[config.mk]
export PLATFORM = sky130hd
export DESIGN_NAME = seg7_scan_driver_flat
export DESIGN_NICKNAME = d
export VERILOG_FILES = /design/src/rtl/seg7_scan_driver_pkg.sv /design/src/rtl/seg7_scan_driver_if.sv /design/src/rtl/seg7_scan_driver_hex_to_seg7.sv /design/src/rtl/seg7_scan_driver.sv /design/src/flat_wrapper.sv
export SDC_FILE = /design/constraint.sdc
export NUM_CORES = 1
export LEC_CHECK = 0
export BUFFER_PORTS_ARGS = -buffer_cell sky130_fd_sc_hd__buf_4
export CORE_ASPECT_RATIO = 0.6
export CORE_MARGIN = 5
export CORE_UTILIZATION = 61
export CTS_CLUSTER_SIZE = 28
export DETAILED_ROUTE_END_ITERATION = 10
export PLACE_DENSITY = 0.82
export SLEW_MARGIN = 20
export SYNTH_ARGS = -nofsm -noshare
export SYNTH_HDL_FRONTEND = slang
export SYNTH_SLANG_ARGS = --single-unit
[constraint.sdc]
create_clock -name clk -period 5.95 [get_ports clk]
set_input_delay 1.19 -clock clk [delete_from_list [all_inputs] [get_ports clk]]
set_output_delay 1.19 -clock clk [all_outputs]
set_load 0.03 [all_outputs]
[src/rtl/seg7_scan_driver_pkg.sv]
// ---------------------------------------------------------------------------
// seg7_scan_driver_pkg
// Shared constants and helpers for the time-multiplexed 7-segment driver.
//   NUM_DIGITS    : number of scanned digits
//   SEG_BLANK     : active-low cathode pattern with every segment dark
//   AN_OFF        : active-low anode pattern with every digit disabled
//   HEX_SEG_TABLE : hex nibble -> {g,f,e,d,c,b,a}, active-low
//   digit_enable  : active-low anode pattern selecting one digit
//   lead_zero     : true when the nibbles from a digit up to the top are zero
// ---------------------------------------------------------------------------
package seg7_scan_driver_pkg;

    localparam int NUM_DIGITS = 4;

    typedef logic [$clog2(NUM_DIGITS)-1:0] digit_idx_t;

    localparam logic [6:0]            SEG_BLANK = 7'b1111111;
    localparam logic [NUM_DIGITS-1:0] AN_OFF    = 4'b1111;

    // Entry [n] is the pattern for nibble n (entry 15 is listed first).
    localparam logic [15:0][6:0] HEX_SEG_TABLE = {
        7'b0001110,  // F
        7'b0000110,  // E
        7'b0100001,  // d
        7'b1000110,  // C
        7'b0000011,  // b
        7'b0001000,  // A
        7'b0010000,  // 9
        7'b0000000,  // 8
        7'b1111000,  // 7
        7'b0000010,  // 6
        7'b0010010,  // 5
        7'b0011001,  // 4
        7'b0110000,  // 3
        7'b0100100,  // 2
        7'b1111001,  // 1
        7'b1000000   // 0
    };

    // Active-low one-cold anode pattern for a digit index.
    function automatic logic [NUM_DIGITS-1:0] digit_enable(input digit_idx_t idx);
        return ~(4'b0001 << idx);
    endfunction

    // A digit is a leading zero when it and every more significant nibble
    // are zero. Digit 0 never qualifies so a zero value still shows "0".
    function automatic logic lead_zero(input logic [15:0] value, input digit_idx_t idx);
        logic result;
        case (idx)
            2'd3:    result = (value[15:12] == 4'h0);
            2'd2:    result = (value[15:8]  == 8'h00);
            2'd1:    result = (value[15:4]  == 12'h000);
            default: result = 1'b0;
        endcase
        return result;
    endfunction

endpackage

[src/rtl/seg7_scan_driver_if.sv]
// ---------------------------------------------------------------------------
// seg7_scan_driver_if
// Bundles the display value/control inputs and the display pin outputs.
//   data_in    : 16-bit value, digit 0 (rightmost) = data_in[3:0]
//   blank      : 1 = all digits dark, scanning continues
//   lz_en      : 1 = suppress leading zero digits
//   dp_in      : per-digit decimal point request, active-high
//   an         : digit enables, active-low, an[0] = rightmost
//   seg        : cathodes {g,f,e,d,c,b,a}, active-low
//   dp         : decimal point cathode, active-low
//   frame_tick : one-clock pulse when a new frame is latched
// master drives the value/control side, slave is the driver itself.
// ---------------------------------------------------------------------------
interface seg7_scan_driver_if;

    logic [15:0] data_in;
    logic        blank;
    logic        lz_en;
    logic [3:0]  dp_in;
    logic [3:0]  an;
    logic [6:0]  seg;
    logic        dp;
    logic        frame_tick;

    modport master (
        output data_in, blank, lz_en, dp_in,
        input  an, seg, dp, frame_tick
    );

    modport slave (
        input  data_in, blank, lz_en, dp_in,
        output an, seg, dp, frame_tick
    );

endinterface

[src/rtl/seg7_scan_driver_hex_to_seg7.sv]
// ---------------------------------------------------------------------------
// hex_to_seg7
// Purely combinational hex nibble to active-low 7-segment decoder.
//   nibble : 4-bit value to show
//   seg_n  : cathodes {g,f,e,d,c,b,a}, active-low
// ---------------------------------------------------------------------------
module hex_to_seg7
    import seg7_scan_driver_pkg::*;
(
    input  logic [3:0] nibble,
    output logic [6:0] seg_n
);

    // Table lookup of the segment pattern.
    always_comb begin
        seg_n = HEX_SEG_TABLE[nibble];
    end

endmodule

[src/rtl/seg7_scan_driver.sv]
// ---------------------------------------------------------------------------
// seg7_scan_driver
// Shows a 16-bit value as four hex digits on a common-anode, time-multiplexed
// 7-segment display. A prescaler produces one tick every REFRESH_DIV clocks;
// each tick advances the scanned digit and reloads an/seg/dp together. The
// value is snapshotted at the start of every frame so digits never tear.
//   clk   : system clock
//   rst   : asynchronous active-low reset
//   bus   : value/control inputs and display outputs (slave modport)
// Parameters:
//   REFRESH_DIV : clocks per digit slot (2..2^20)
//   CNT_W       : prescaler width, 2^CNT_W >= REFRESH_DIV
// ---------------------------------------------------------------------------
module seg7_scan_driver
    import seg7_scan_driver_pkg::*;
#(
    parameter int REFRESH_DIV = 100000,
    parameter int CNT_W       = 20
) (
    input  logic              clk,
    input  logic              rst,
    seg7_scan_driver_if.slave bus
);

    localparam logic [CNT_W-1:0] PRESCALE_LAST = CNT_W'(REFRESH_DIV - 1);
    localparam logic [CNT_W-1:0] PRESCALE_ONE  = CNT_W'(1);

    logic [CNT_W-1:0]      prescaler_q, prescaler_d;
    digit_idx_t            digit_idx_q, digit_idx_d;
    logic [15:0]           snapshot_q,  snapshot_d;
    logic [NUM_DIGITS-1:0] an_q,        an_d;
    logic [6:0]            seg_q,       seg_d;
    logic                  dp_q,        dp_d;
    logic                  frame_tick_q, frame_tick_d;

    logic       tick_s;
    digit_idx_t next_idx_s;
    logic [3:0] nibble_s;
    logic [6:0] dec_seg_s;
    logic       blank_digit_s;

    // Prescaler terminal count and the index the next tick will select.
    always_comb begin
        tick_s     = (prescaler_q == PRESCALE_LAST);
        next_idx_s = digit_idx_q + 2'd1;
    end

    // Nibble for the digit being loaded. Digit 0 is loaded on the same edge
    // that latches the snapshot, so it reads data_in directly; the other
    // digits read the snapshot that edge captured.
    always_comb begin
        case (next_idx_s)
            2'd0:    nibble_s = bus.data_in[3:0];
            2'd1:    nibble_s = snapshot_q[7:4];
            2'd2:    nibble_s = snapshot_q[11:8];
            2'd3:    nibble_s = snapshot_q[15:12];
            default: nibble_s = bus.data_in[3:0];
        endcase
    end

    hex_to_seg7 u_hex_to_seg7 (
        .nibble (nibble_s),
        .seg_n  (dec_seg_s)
    );

    // A slot is dark when globally blanked or when it is a suppressed
    // leading zero of the current snapshot.
    always_comb begin
        blank_digit_s = bus.blank | (bus.lz_en & lead_zero(snapshot_q, next_idx_s));
    end

    // Next-state logic: prescaler, scan index, frame latch and output reload.
    always_comb begin
        prescaler_d  = prescaler_q;
        digit_idx_d  = digit_idx_q;
        snapshot_d   = snapshot_q;
        an_d         = an_q;
        seg_d        = seg_q;
        dp_d         = dp_q;
        frame_tick_d = 1'b0;

        if (tick_s) begin
            prescaler_d = '0;
            digit_idx_d = next_idx_s;

            // an, seg and dp reload together so no digit shows a stale pattern.
            if (blank_digit_s) begin
                an_d  = AN_OFF;
                seg_d = SEG_BLANK;
                dp_d  = 1'b1;
            end else begin
                an_d  = digit_enable(next_idx_s);
                seg_d = dec_seg_s;
                dp_d  = ~bus.dp_in[next_idx_s];
            end

            if (next_idx_s == 2'd0) begin
                snapshot_d   = bus.data_in;
                frame_tick_d = 1'b1;
            end else begin
                snapshot_d   = snapshot_q;
                frame_tick_d = 1'b0;
            end
        end else begin
            prescaler_d = prescaler_q + PRESCALE_ONE;
        end
    end

    // State and output registers; reset leaves every digit dark and starts
    // at index 3 so the first tick begins a frame at digit 0.
    always_ff @(posedge clk or negedge rst) begin
        if (!rst) begin
            prescaler_q  <= '0;
            digit_idx_q  <= 2'd3;
            snapshot_q   <= 16'h0000;
            an_q         <= AN_OFF;
            seg_q        <= SEG_BLANK;
            dp_q         <= 1'b1;
            frame_tick_q <= 1'b0;
        end else begin
            prescaler_q  <= prescaler_d;
            digit_idx_q  <= digit_idx_d;
            snapshot_q   <= snapshot_d;
            an_q         <= an_d;
            seg_q        <= seg_d;
            dp_q         <= dp_d;
            frame_tick_q <= frame_tick_d;
        end
    end

    assign bus.an         = an_q;
    assign bus.seg        = seg_q;
    assign bus.dp         = dp_q;
    assign bus.frame_tick = frame_tick_q;

endmodule

[src/flat_wrapper.sv]
// flat-port wrapper written by rule: the top's interface ports become plain ports
module seg7_scan_driver_flat import seg7_scan_driver_pkg::*;
#(
    parameter int REFRESH_DIV = 100000,
    parameter int CNT_W       = 20
)
  (clk, rst, bus_data_in, bus_blank, bus_lz_en, bus_dp_in, bus_an, bus_seg, bus_dp, bus_frame_tick);
  seg7_scan_driver_if bus_i ();
  input  logic clk;
  input  logic rst;
  input wire logic [$bits(bus_i.data_in)-1:0] bus_data_in;
  input wire logic [$bits(bus_i.blank)-1:0] bus_blank;
  input wire logic [$bits(bus_i.lz_en)-1:0] bus_lz_en;
  input wire logic [$bits(bus_i.dp_in)-1:0] bus_dp_in;
  output wire logic [$bits(bus_i.an)-1:0] bus_an;
  output wire logic [$bits(bus_i.seg)-1:0] bus_seg;
  output wire logic [$bits(bus_i.dp)-1:0] bus_dp;
  output wire logic [$bits(bus_i.frame_tick)-1:0] bus_frame_tick;
  assign bus_i.data_in = bus_data_in;
  assign bus_i.blank = bus_blank;
  assign bus_i.lz_en = bus_lz_en;
  assign bus_i.dp_in = bus_dp_in;
  assign bus_an = bus_i.an;
  assign bus_seg = bus_i.seg;
  assign bus_dp = bus_i.dp;
  assign bus_frame_tick = bus_i.frame_tick;
  seg7_scan_driver #(.REFRESH_DIV(REFRESH_DIV), .CNT_W(CNT_W)) u_core (.clk(clk), .rst(rst), .bus(bus_i));
endmodule
==> impl_metrics.env <==
export IMPL_synth_top_cell_by_area="dfrtp_1"
export IMPL_p_leak_uw=0.001342
export IMPL_async_flop_share_pct=100.0
export IMPL_hold_path_class="reg2reg"
export IMPL_rsz0062_at_grt="false"
export IMPL_drv_slew=0
export IMPL_postCtsSetupRepairBufs=0
export IMPL_die_w_um=91.84
export IMPL_synth_seq_cells=47
export IMPL_htree_levels=2
export IMPL_cts_root_buf="clkbuf_8"
export IMPL_antenna_cells=0
export IMPL_synth_cell_type_count=43
export IMPL_synth_seq_area_share_pct=48.70
export IMPL_globalplace_congestion=0.8251
export IMPL_outcome="finished, final reports clean"
export IMPL_total_power_uw=577.0
export IMPL_grt_ovfl_total=0
export IMPL_criticalPathCategory="reg2reg"
export IMPL_worst_setup_path_start_kind="flip-flop"
export IMPL_port_buffers=36
export IMPL_path_cells="inv_1 -> ha_1 -> a222oi_1 -> mux2_2 -> inv_1 -> ha_1 -> mux2i_1 -> o21ai_0 -> o22a_1"
export IMPL_fmax_mhz=413.4
export IMPL_cts_buffer_depth=2
export IMPL_gr_usage_all_layers_pct=20.85
export IMPL_peakVddDrop_mv=0.1990
export IMPL_avgSynthCellArea_um2=11.14
export IMPL_grt_pass1_vias=1711
export IMPL_maxSlewHeadroom_pct=26.77
export IMPL_cp_data_required_time_ns=6.17
export IMPL_grt_max_degree=48
export IMPL_yosys_area_top_type_share_pct=33.69
export IMPL_period_needed_ns=2.419
export IMPL_ys_top_cells_by_area="dfrtp_1 (34%), dfstp_2 (15%), mux2_4 (6.1%), ha_1 (5.6%), xnor2_1 (4.3%)"
export IMPL_clkLatencyLatePin_ns=0.31
export IMPL_firstDrtPassIters=4
export IMPL_clkTransAtPathRegs_ns=0.08
export IMPL_dpl_cell_count=297
export IMPL_worstPathArrival_ns=2.64
export IMPL_synth_nets=255
export IMPL_drive_gt1_share_pct=30.23
export IMPL_worstPathMaxFanout=6
export IMPL_synth_edff_count=0
export IMPL_critical_path_slowest_cell="dfstp_2"
export IMPL_postSynthCellCount=220
export IMPL_cts_sinks=47
export IMPL_synth_yosys_warnings=0
export IMPL_hpwlAfterDp_um=3861
export IMPL_final_cells=305
export IMPL_cts_hold_buf=0
export IMPL_cp_num_buf_inv=2
export IMPL_netlist_area_um2=2451
export IMPL_post_route_period_util_pct=40.65
export IMPL_postLayoutCoreUtil_pct=75.24
export IMPL_crit_family="compound AO/OA/AOI/OAI gates"
export IMPL_maxCapViolCount=0
export IMPL_drtIter0Drc=222
export IMPL_fp_row_count=17
export IMPL_cts_repair_resized=0
export IMPL_boundaryPins=37
export IMPL_final_common_cell="buf_4"
export IMPL_end_kind="flip-flop"
export IMPL_ant_nets=0
export IMPL_hold_violations=0
export IMPL_vias=1766
export IMPL_grt_pass1_wl_um=8707
export IMPL_tns_ns=0
export IMPL_max_stage_delay_ns=0.57
export IMPL_drt_total_wl_um=5299
export IMPL_antenna_found_initial=0
export IMPL_die_h_um=59.10
export IMPL_die_area_um2=5427
export IMPL_synthFlopType="dfrtp_1"
export IMPL_avgViaCountPerCell=5.790
export IMPL_core_area_um2=3765
export IMPL_area_delta_synth_final_pct=15.57
export IMPL_post_route_drc_count=0
export IMPL_wire_per_inst_um=17.37
export IMPL_worst_pin_slew_ns=1.068
export IMPL_start_util_pct=65.10
export IMPL_final_cell_mix="buf_4 (36), dfrtp_1 (33), nor2_1 (25)"
export IMPL_setup_viol_count_final=0
export IMPL_skew_ns=0.01868
export IMPL_powerDensity_nw_per_um2=203.7
export IMPL_fin_nets=292
export IMPL_cts_buffers=5
export IMPL_cts_tree="built"
[worst reg2reg max path, stage by stage, from the launching register on]
cell and delay, ns:
dfstp_2 0.57, inv_1 0.08, ha_1 0.26, a222oi_1 0.39, mux2_2 0.30, inv_1 0.08, ha_1 0.24, mux2i_1 0.13
o21ai_0 0.09, o22a_1 0.21
[power by group]
group | leakage (µW) | switching [µW] | internal [µW]
sequential | 0.000565 | 4.58 | 324
clock | 0.0000484 | 109 | 95.4
combinational | 0.000728 | 21.1 | 22.9
total | 0.00134 | 135 | 442
[cell families (layout without fill, tap and decap cells)]
| group | Yosys count | count (layout) | share of synthesized area, % |
|---|---|---|---|
| AO/OA/AOI/OAI | 32 | 32 | 8.883 |
| multiplexers | 20 | 20 | 10.92 |
| adder cells (fa/ha/maj) | 11 | 11 | 5.615 |
| flip-flops | 47 | 47 | 48.70 |
| XOR/XNOR | 19 | 19 | 6.789 |
| buffers and inverters | 15 | 53 | 3.114 |
| AND/OR/NAND/NOR | 76 | 76 | 15.98 |
[through the flow]
stage | instance area, µm² | hold WS [ns] | setup WS (ns)
2_1_floorplan | 2451 | 0.4471 | 3.629
3_3_place_gp | 2738 | 0.4723 | 3.381
3_5_place_dp | 2738 | 0.4843 | 3.295
4_1_cts | 2833 | 0.4982 | 3.545
5_1_grt | 2833 | 0.5138 | 3.358
6_report | 2833 | 0.4987 | 3.531
[layout make-up]
cell class | count | area, µm²
repair buffers | 36 | 270.3
fillers | 274 | 932.1
inverters | 9 | 33.78
clock buffers | 7 | 86.33
multi-input cells | 158 | 1181
flip-flops and latches | 47 | 1194
clock inverters | 1 | 8.758
well taps | 47 | 58.81
[state kept, by name (all words and copies together), names as in the netlist]
signal and cells:
u_core.bus.frame_tick 1, u_core.bus.dp 1, u_core.snapshot_q 12, u_core.bus.seg 7
u_core.prescaler_q 20, u_core.digit_idx_q 2, u_core.bus.an 4
[synth_stat cells, types with 2 or more instances]
library cell  instances
dfrtp_1              33
nor2_1               25
dfstp_2              14
nand3_1              12
xnor2_1              12
ha_1                 11
nand2_1              11
mux2_4               10
inv_1                 9
a21oi_1               8
xor2_1                7
a31oi_1               6
mux2i_1               5
nor4_1                5
and3_1                4
mux2_2                4
a222oi_1              3
buf_2                 3
nand4_1               3
o21a_1                3
o21ai_0               3
a22o_1                2
and3_2                2
clkbuf_1              2
nand2b_1              2
nor2b_1               2
nor3_1                2
o22a_1                2
[metal layers]
layer	wire length [µm]	vias up	track usage, %	part of all wire (%)
met5	0	-	0	0
li1	-	848	-	-
met3	396	6	6.980	7.5
met2	2071	58	27.83	39
met4	37	0	4.863	0.70
met1	2794	854	32.20	53
[worst paths after layout]
check	from	endpoint	slack, ns	cells after the start
setup / recovery	u_core.digit_idx_q[1]$_DFFE_PN1N_	u_core.bus.seg[0]$_DFFE_PN1N_	3.53	9
hold / removal	u_core.prescaler_q[14]$_DFF_PN0_	u_core.prescaler_q[14]$_DFF_PN0_	0.50	1
setup reg to reg	u_core.digit_idx_q[1]$_DFFE_PN1N_	u_core.bus.seg[0]$_DFFE_PN1N_	3.53	9
hold reg to reg	u_core.prescaler_q[14]$_DFF_PN0_	u_core.prescaler_q[14]$_DFF_PN0_	0.50	1
max in group asynchronous	rst	u_core.prescaler_q[1]$_DFF_PN0_	4.67	1
min in group asynchronous	rst	u_core.snapshot_q[15]$_DFFE_PN0P_	0.87	1
(Power assumes the default switching activity.)
